===== src/rtl/uram_pkg.sv =====
// Shared types for the URAM burst reader: FSM states and the in-flight read tag.
package uram_pkg;

  localparam int RD_LATENCY_DEFAULT = 3;

  typedef enum logic [1:0] {
    IDLE,
    ISSUE,
    DRAIN
  } state_t;

  typedef struct packed {
    logic valid;
    logic last;
  } tag_t;

endpackage


===== src/rtl/uram_skid_fifo.sv =====
// Synchronous FIFO with a registered head word; count includes the word on the output.
module uram_skid_fifo #(
  parameter int WIDTH = 33,
  parameter int DEPTH = 8,
  parameter int CW    = $clog2(DEPTH) + 1
) (
  input  logic             clk,
  input  logic             rst,
  input  logic             wr_en,
  input  logic [WIDTH-1:0] wr_data,
  output logic             rd_valid,
  input  logic             rd_ready,
  output logic [WIDTH-1:0] rd_data,
  output logic [CW-1:0]    count
);

  localparam int PW = $clog2(DEPTH);

  logic [WIDTH-1:0] mem [DEPTH];
  logic [PW-1:0]    wr_ptr;
  logic [PW-1:0]    rd_ptr;
  logic [PW-1:0]    rd_ptr_next;
  logic [CW-1:0]    count_next;
  logic             pop;

  assign pop = rd_valid && rd_ready;

  always_comb begin
    rd_ptr_next = rd_ptr + PW'(pop);
    count_next  = count + CW'(wr_en) - CW'(pop);
  end

  // NOTE: storage carries no reset; only pointers and count define validity, so
  // clearing the array would add a reset net to every bit for no benefit.
  always_ff @(posedge clk) begin
    if (wr_en) mem[wr_ptr] <= wr_data;
  end

  always_ff @(posedge clk) begin
    if (rst) begin
      wr_ptr   <= '0;
      rd_ptr   <= '0;
      count    <= '0;
      rd_valid <= 1'b0;
      rd_data  <= '0;
    end else begin
      if (wr_en) wr_ptr <= wr_ptr + PW'(1);
      rd_ptr   <= rd_ptr_next;
      count    <= count_next;
      rd_valid <= (count_next != '0);
      // A write into an otherwise empty queue lands directly on the head register.
      if (count_next != '0)
        rd_data <= (wr_en && (wr_ptr == rd_ptr_next)) ? wr_data : mem[rd_ptr_next];
    end
  end

endmodule


===== src/rtl/uram_burst_reader.sv =====
// Burst read engine for a fixed-latency URAM port: issues addresses under a credit
// limit and returns the words as a valid/ready stream with a last flag.
module uram_burst_reader
  import uram_pkg::*;
#(
  parameter int DATA_WIDTH = 32,
  parameter int ADDR_WIDTH = 14,
  parameter int LEN_WIDTH  = 15,
  parameter int RD_LATENCY = RD_LATENCY_DEFAULT,
  parameter int SKID_DEPTH = 8
) (
  input  logic                  clk,
  input  logic                  rst,
  input  logic                  cmd_valid,
  output logic                  cmd_ready,
  input  logic [ADDR_WIDTH-1:0] cmd_addr,
  input  logic [LEN_WIDTH-1:0]  cmd_len,
  output logic [ADDR_WIDTH-1:0] ram_addr_b,
  input  logic [DATA_WIDTH-1:0] ram_dout_b,
  output logic                  m_valid,
  input  logic                  m_ready,
  output logic [DATA_WIDTH-1:0] m_data,
  output logic                  m_last,
  output logic                  busy,
  output logic                  done
);

  localparam int CW = $clog2(SKID_DEPTH) + 1;

  state_t                state;
  state_t                state_next;
  logic [ADDR_WIDTH-1:0] addr_q;
  logic [LEN_WIDTH-1:0]  remaining;
  logic                  zero_pend;
  tag_t                  issue_tag;
  tag_t                  tag_sr [RD_LATENCY];
  logic [CW-1:0]         inflight;
  logic [CW-1:0]         fifo_count;
  logic                  credit_ok;
  logic                  accept;
  logic                  issue;
  logic                  push;
  logic                  last_hs;
  logic                  fifo_last;

  // Reads already issued still own a FIFO slot, so they count against the depth.
  assign credit_ok = ((CW+1)'(fifo_count) + (CW+1)'(inflight)) < (CW+1)'(SKID_DEPTH);
  assign accept    = cmd_valid && cmd_ready;
  assign push      = tag_sr[RD_LATENCY-1].valid;
  assign last_hs   = m_valid && m_ready && m_last;

  // NOTE: every output of this block gets a default first, so no path can
  // leave a signal unassigned and infer a latch.
  always_comb begin
    state_next = state;
    cmd_ready  = 1'b0;
    issue      = 1'b0;
    busy       = (state != IDLE) || zero_pend;
    done       = zero_pend;
    case (state)
      IDLE: begin
        cmd_ready = !zero_pend;
        if (accept && (cmd_len != '0)) state_next = ISSUE;
      end
      ISSUE: begin
        issue = credit_ok;
        if (credit_ok && (remaining == LEN_WIDTH'(1))) state_next = DRAIN;
      end
      DRAIN: begin
        if (last_hs) begin
          done       = 1'b1;
          state_next = IDLE;
        end
      end
      default: state_next = IDLE;
    endcase
  end

  // NOTE: state elements use non-blocking assignments so every register samples
  // pre-edge values regardless of process evaluation order.
  always_ff @(posedge clk) begin
    if (rst) begin
      state      <= IDLE;
      zero_pend  <= 1'b0;
      addr_q     <= '0;
      remaining  <= '0;
      ram_addr_b <= '0;
    end else begin
      state     <= state_next;
      zero_pend <= accept && (cmd_len == '0);
      if (accept) begin
        addr_q    <= cmd_addr;
        remaining <= cmd_len;
      end else if (issue) begin
        ram_addr_b <= addr_q;
        addr_q     <= addr_q + ADDR_WIDTH'(1);
        remaining  <= remaining - LEN_WIDTH'(1);
      end
    end
  end

  // issue_tag rides alongside ram_addr_b; tag_sr then tracks the URAM pipeline.
  always_ff @(posedge clk) begin
    if (rst) begin
      issue_tag <= '0;
      for (int i = 0; i < RD_LATENCY; i++) tag_sr[i] <= '0;
      inflight  <= '0;
    end else begin
      issue_tag.valid <= issue;
      issue_tag.last  <= issue && (remaining == LEN_WIDTH'(1));
      tag_sr[0]       <= issue_tag;
      for (int i = 1; i < RD_LATENCY; i++) tag_sr[i] <= tag_sr[i-1];
      inflight <= inflight + CW'(issue) - CW'(push);
    end
  end

  uram_skid_fifo #(
    .WIDTH (DATA_WIDTH + 1),
    .DEPTH (SKID_DEPTH),
    .CW    (CW)
  ) u_fifo (
    .clk      (clk),
    .rst      (rst),
    .wr_en    (push),
    .wr_data  ({tag_sr[RD_LATENCY-1].last, ram_dout_b}),
    .rd_valid (m_valid),
    .rd_ready (m_ready),
    .rd_data  ({fifo_last, m_data}),
    .count    (fifo_count)
  );

  assign m_last = m_valid && fifo_last;

endmodule


===== config.mk =====
export PLATFORM = sky130hd
export DESIGN_NAME = uram_burst_reader
export DESIGN_NICKNAME = d
export VERILOG_FILES = /design/src/rtl/uram_pkg.sv /design/src/rtl/uram_skid_fifo.sv /design/src/rtl/uram_burst_reader.sv
export SDC_FILE = /design/constraint.sdc
export NUM_CORES = 1
export LEC_CHECK = 0
export ABC_AREA = 1
export CAP_MARGIN = 20
export CORE_MARGIN = 10
export CORE_UTILIZATION = 56
export DETAILED_ROUTE_END_ITERATION = 12
export PLACE_DENSITY_LB_ADDON = 0.1
export REMOVE_ABC_BUFFERS = 1
export SETUP_SLACK_MARGIN = 0.3
export SLEW_MARGIN = 20
export SYNTH_ARGS = -nofsm -noshare
export SYNTH_HDL_FRONTEND = slang
export SYNTH_SLANG_ARGS = --single-unit

===== constraint.sdc =====
create_clock -name clk -period 6 [get_ports clk]
set_input_delay 1.8 -clock clk [delete_from_list [all_inputs] [get_ports clk]]
set_output_delay 1.8 -clock clk [all_outputs]
set_load 0.005 [all_outputs]

==> results.md <==
- Of all nets on the critical path, the largest fanout is 2.
- Counting cells, the worst reg-to-reg path comes to 10.
- The worst-case hold path end point is tag_sr[0][2].
- The number of optimization iterations in the first detailed-route pass is 5.
- The placed wire-length estimate after detailed placement is 21450 µm.
- The flow ran to the end, and the final reports show no timing, DRC or antenna violations.
- For this design the ratio of total power to cell area is 428.3 nW/µm².
- The most frequent cell after synthesis is sky130_fd_sc_hd__nor2_1.
- The cell count of the worst hold path is 2.
- After synthesis, the share of flip-flops with an asynchronous set or reset is 0%.
- The remaining design rule violation count is 0.
- The count of nets left with antenna violations once routing finished came out at 0.
- The core area is 27930 µm².
- The count of buffers inserted at the top-level ports is 115.
- In this run the post-CTS setup repair buffer count came out at 0.
- In this run the top signal layer used is met4.
- The die extent in y is 188.7 µm.
- TritonCTS built the clock tree.
- The setup slack after layout is around 1.1 ns.
- The final layout contains routed wiring with a total length of approximately 38000 µm.
- The area growth from synthesis to layout is 17.55%.
- After synthesis, the largest area contributor takes up 49.76% of total cell area.
- The die area is 35590 µm².
- The die extent in x is 188.7 µm.
- Setup repair after global routing left no endpoint under its margin.
- The routed via count is ~12000.
- VDD sags by at most 0.3096 mV.
- In this run the critical register-to-register path is captured at inflight[2].
- In this run, synthesis produced a sequential element count of 366.
- Cells with a size suffix above 1 make up 6.198% of the layout.
- The repair_antennas step left the layout with diodes totalling 0.
- For this run, the top clock speed supported by timing is approximately 200 MHz.
- The cell taking the most area after synthesis is sky130_fd_sc_hd__edfxtp_1.
- After detailed routing, the average wire length per cell comes to 17.47 µm.
- The final count of hold timing violations came to 0.
- The total leakage power is a little over 7 nW.
- The floorplan has 61 rows.
- The global-route wire length before repair is 61130 µm.
- Global routing used roughly a fifth of the available tracks.
- The wire length on met3 is roughly 2600 µm.
- STA classifies the critical path endpoint as an output port.
- The startpoint identified for the worst hold timing path is tag_sr[0][0].
- Ranked by instance count, the synthesized netlist is headed by 463 x sky130_fd_sc_hd__nor2_1, 264 x sky130_fd_sc_hd__edfxtp_1, 261 x sky130_fd_sc_hd__nand2_1.
- In this run the tightest slew margin relative to its limit is 46.92%.
- Dividing the synthesized area by the synthesized cell count gives 9.443 µm².
- In the synthesized netlist, the number of instances is about 1700.
- STA puts the critical path data arrival time at 3.12 ns.
- Among all flip-flop cells after synthesis, the most frequent one is sky130_fd_sc_hd__edfxtp_1.
- The worst setup slack after placement is 1.089 ns.
- Max-cap violations in this run came to 0.
- The final setup violation count is 0.
- The reg2reg setup slack is 2.88 ns.
- The slew at the pin with the worst max-slew slack is 0.7953 ns.
- The type of the worst setup path is in -> out.
- 116 I/O pins were placed.
- Final hold analysis gives a worst-case slack of 0.4049 ns.
- The count of pins over their slew limit is 0.
- Summed over all nets, wire length on met2 after detailed routing comes to 18030 µm.
- The number of global-route vias before repair is 11710.
- The number of buffers inserted for hold repair after clock tree synthesis is 0.
- No sink is reached through more buffers than the 3 on the longest clock path.
- The total overflow left after global routing is 0.
- The required time of the critical path is 4.20 ns.
- Setup total negative slack on the finished layout was measured at 0 ns.
- The share of the Yosys chip area taken by registers is 62.58%.
- STA classifies the critical path startpoint as an input port.
- The beginning of the worst register-to-register path is inflight[3].
- The path class of the tightest hold or removal check is reg -> reg.
- By area the synthesized netlist is led by sky130_fd_sc_hd__edfxtp_1 50%, sky130_fd_sc_hd__dfxtp_1 13%, sky130_fd_sc_hd__nor2_1 11%.
- The end-of-flow core utilization is 67.04%.
- The worst path in the final design needs a cycle of 4.923 ns, including I/O delays and setup.
- The largest net degree at the start of global routing is around 110.
- The total of cells resized after clock tree synthesis is 0.
- The clock drives 366 sinks.
- At the end of routability-driven placement, the weighted congestion stood at 0.8928.
- The number of enable flip-flop cells after synthesis is around 260.
- The Yosys step of the flow raised 0 warnings.
- The H-tree was split into 2 levels.
- The net count of the finished layout is 1860.
- The count of different cell masters after synthesis is 37.
- The number of DRC markers in iteration 0 is 836.
- Of the available clock period, the critical path in the final layout requires between 80% and 90%.
- For the final database, setup skew stands at between 0.015 and 0.02 ns.
- The root buffer selected by CTS is sky130_fd_sc_hd__clkbuf_16.
- For this block, wires on met1 add up to 16800 µm.
- The clock transition at the registers of the reported paths is approximately 0.06 ns.
- Summing every instance area after synthesis gives roughly 16000 µm².
- The total clock buffers created by CTS is 39.
- The number of antenna violations at the first check in global routing is 0.
- The initial utilization of the core area, before any placement, comes to 57.03%.
- The insertion delay to the later sink of the worst-skew pair is roughly 0.53 ns.
- Using the TritonRoute via totals, the vias-per-cell ratio works out to approximately 5.5.
per-layer routing:
layer	up-vias	global-route usage [%]
met5	-	0
met4	0	6.685
met3	55	3.914
met2	423	35.04
met1	5642	27.48
li1	5827	-
cells by family after synthesis:
logic type | synth area share (%)
compound gates | 7.383
xor+xnor | 0.7540
fa+ha+maj | 1.587
buf+inv | 4.398
flops | 62.58
simple gates | 23.30
metrics by stage:
step	std cells	instance area, µm²	power, W
after global routing	2185	18730	0.008509
after CTS	2185	18730	0.008054
after floorplan	1596	15500	0.004665
after global placement	2112	17430	0.005647
final	2185	18730	0.008021
after detailed placement	2113	17440	0.005694
cell type report:
class                           instances  area, µm²
Tap cell                              378      473.0
Inverter                               71      266.5
Clock inverter                         18      160.2
Fill cell                            2190       9208
Clock buffer                           54       1125
Sequential cell                       366       9970
Multi-Input combinational cell       1159       5349
Timing Repair Buffer                  139       1384
placed cells by master (no fill, tap or decap), types with 5 or more instances in the layout:
cell	n
sky130_fd_sc_hd__xor2_1	7
sky130_fd_sc_hd__dfxtp_1	102
sky130_fd_sc_hd__a21oi_1	41
sky130_fd_sc_hd__clkinv_2	6
sky130_fd_sc_hd__nand4_1	7
sky130_fd_sc_hd__clkbuf_8	5
sky130_fd_sc_hd__buf_4	19
sky130_fd_sc_hd__edfxtp_1	264
sky130_fd_sc_hd__clkbuf_1	8
sky130_fd_sc_hd__ha_1	16
sky130_fd_sc_hd__inv_1	63
sky130_fd_sc_hd__nor3_1	5
sky130_fd_sc_hd__nand2_1	261
sky130_fd_sc_hd__nor2_1	455
sky130_fd_sc_hd__nor2_4	10
sky130_fd_sc_hd__inv_2	8
sky130_fd_sc_hd__o21ai_1	34
sky130_fd_sc_hd__clkdlybuf4s50_1	114
sky130_fd_sc_hd__nand3_1	110
sky130_fd_sc_hd__o21ai_0	154
sky130_fd_sc_hd__nand3b_1	37
sky130_fd_sc_hd__clkbuf_16	41
worst max-delay path by stage:
| stage | start | to | slack [ns] | cells past startpoint |
|---|---|---|---|---|
| after global routing | m_ready | done | 1.00 | 4 |
| after floorplan | m_ready | u_fifo.rd_data[0] | -0.82 | 12 |
| after CTS | m_ready | done | 1.06 | 4 |
| after global placement | m_ready | done | 1.09 | 4 |
| after detailed placement | m_ready | done | 1.09 | 4 |
| final | m_ready | done | 1.08 | 4 |
power by group:
| group | switching (W) | total, W | internal (W) |
|---|---|---|---|
| Clock | 0.000961 | 0.00237 | 0.00140 |
| Sequential | 0.000119 | 0.00301 | 0.00289 |
| Combinational | 0.00168 | 0.00265 | 0.000970 |
| Total | 0.00276 | 0.00802 | 0.00526 |
worst max-delay path, stage by stage:
cell                              delay [ns]
sky130_fd_sc_hd__clkdlybuf4s50_1        0.49
sky130_fd_sc_hd__nand2_1                0.08
sky130_fd_sc_hd__o31ai_1                0.20
sky130_fd_sc_hd__clkdlybuf4s50_1        0.55
sequential cells by signal, indices dropped and copies added, names as in the netlist, 3 cells and up:
register / count
addr_q: 14
inflight: 4
ram_addr_b: 14
remaining: 15
tag_sr: 6
u_fifo.count: 4
u_fifo.mem: 264
u_fifo.rd_data: 33
u_fifo.rd_ptr: 3
u_fifo.wr_ptr: 3
No activity file was read; power rests on OpenSTA's default activity.
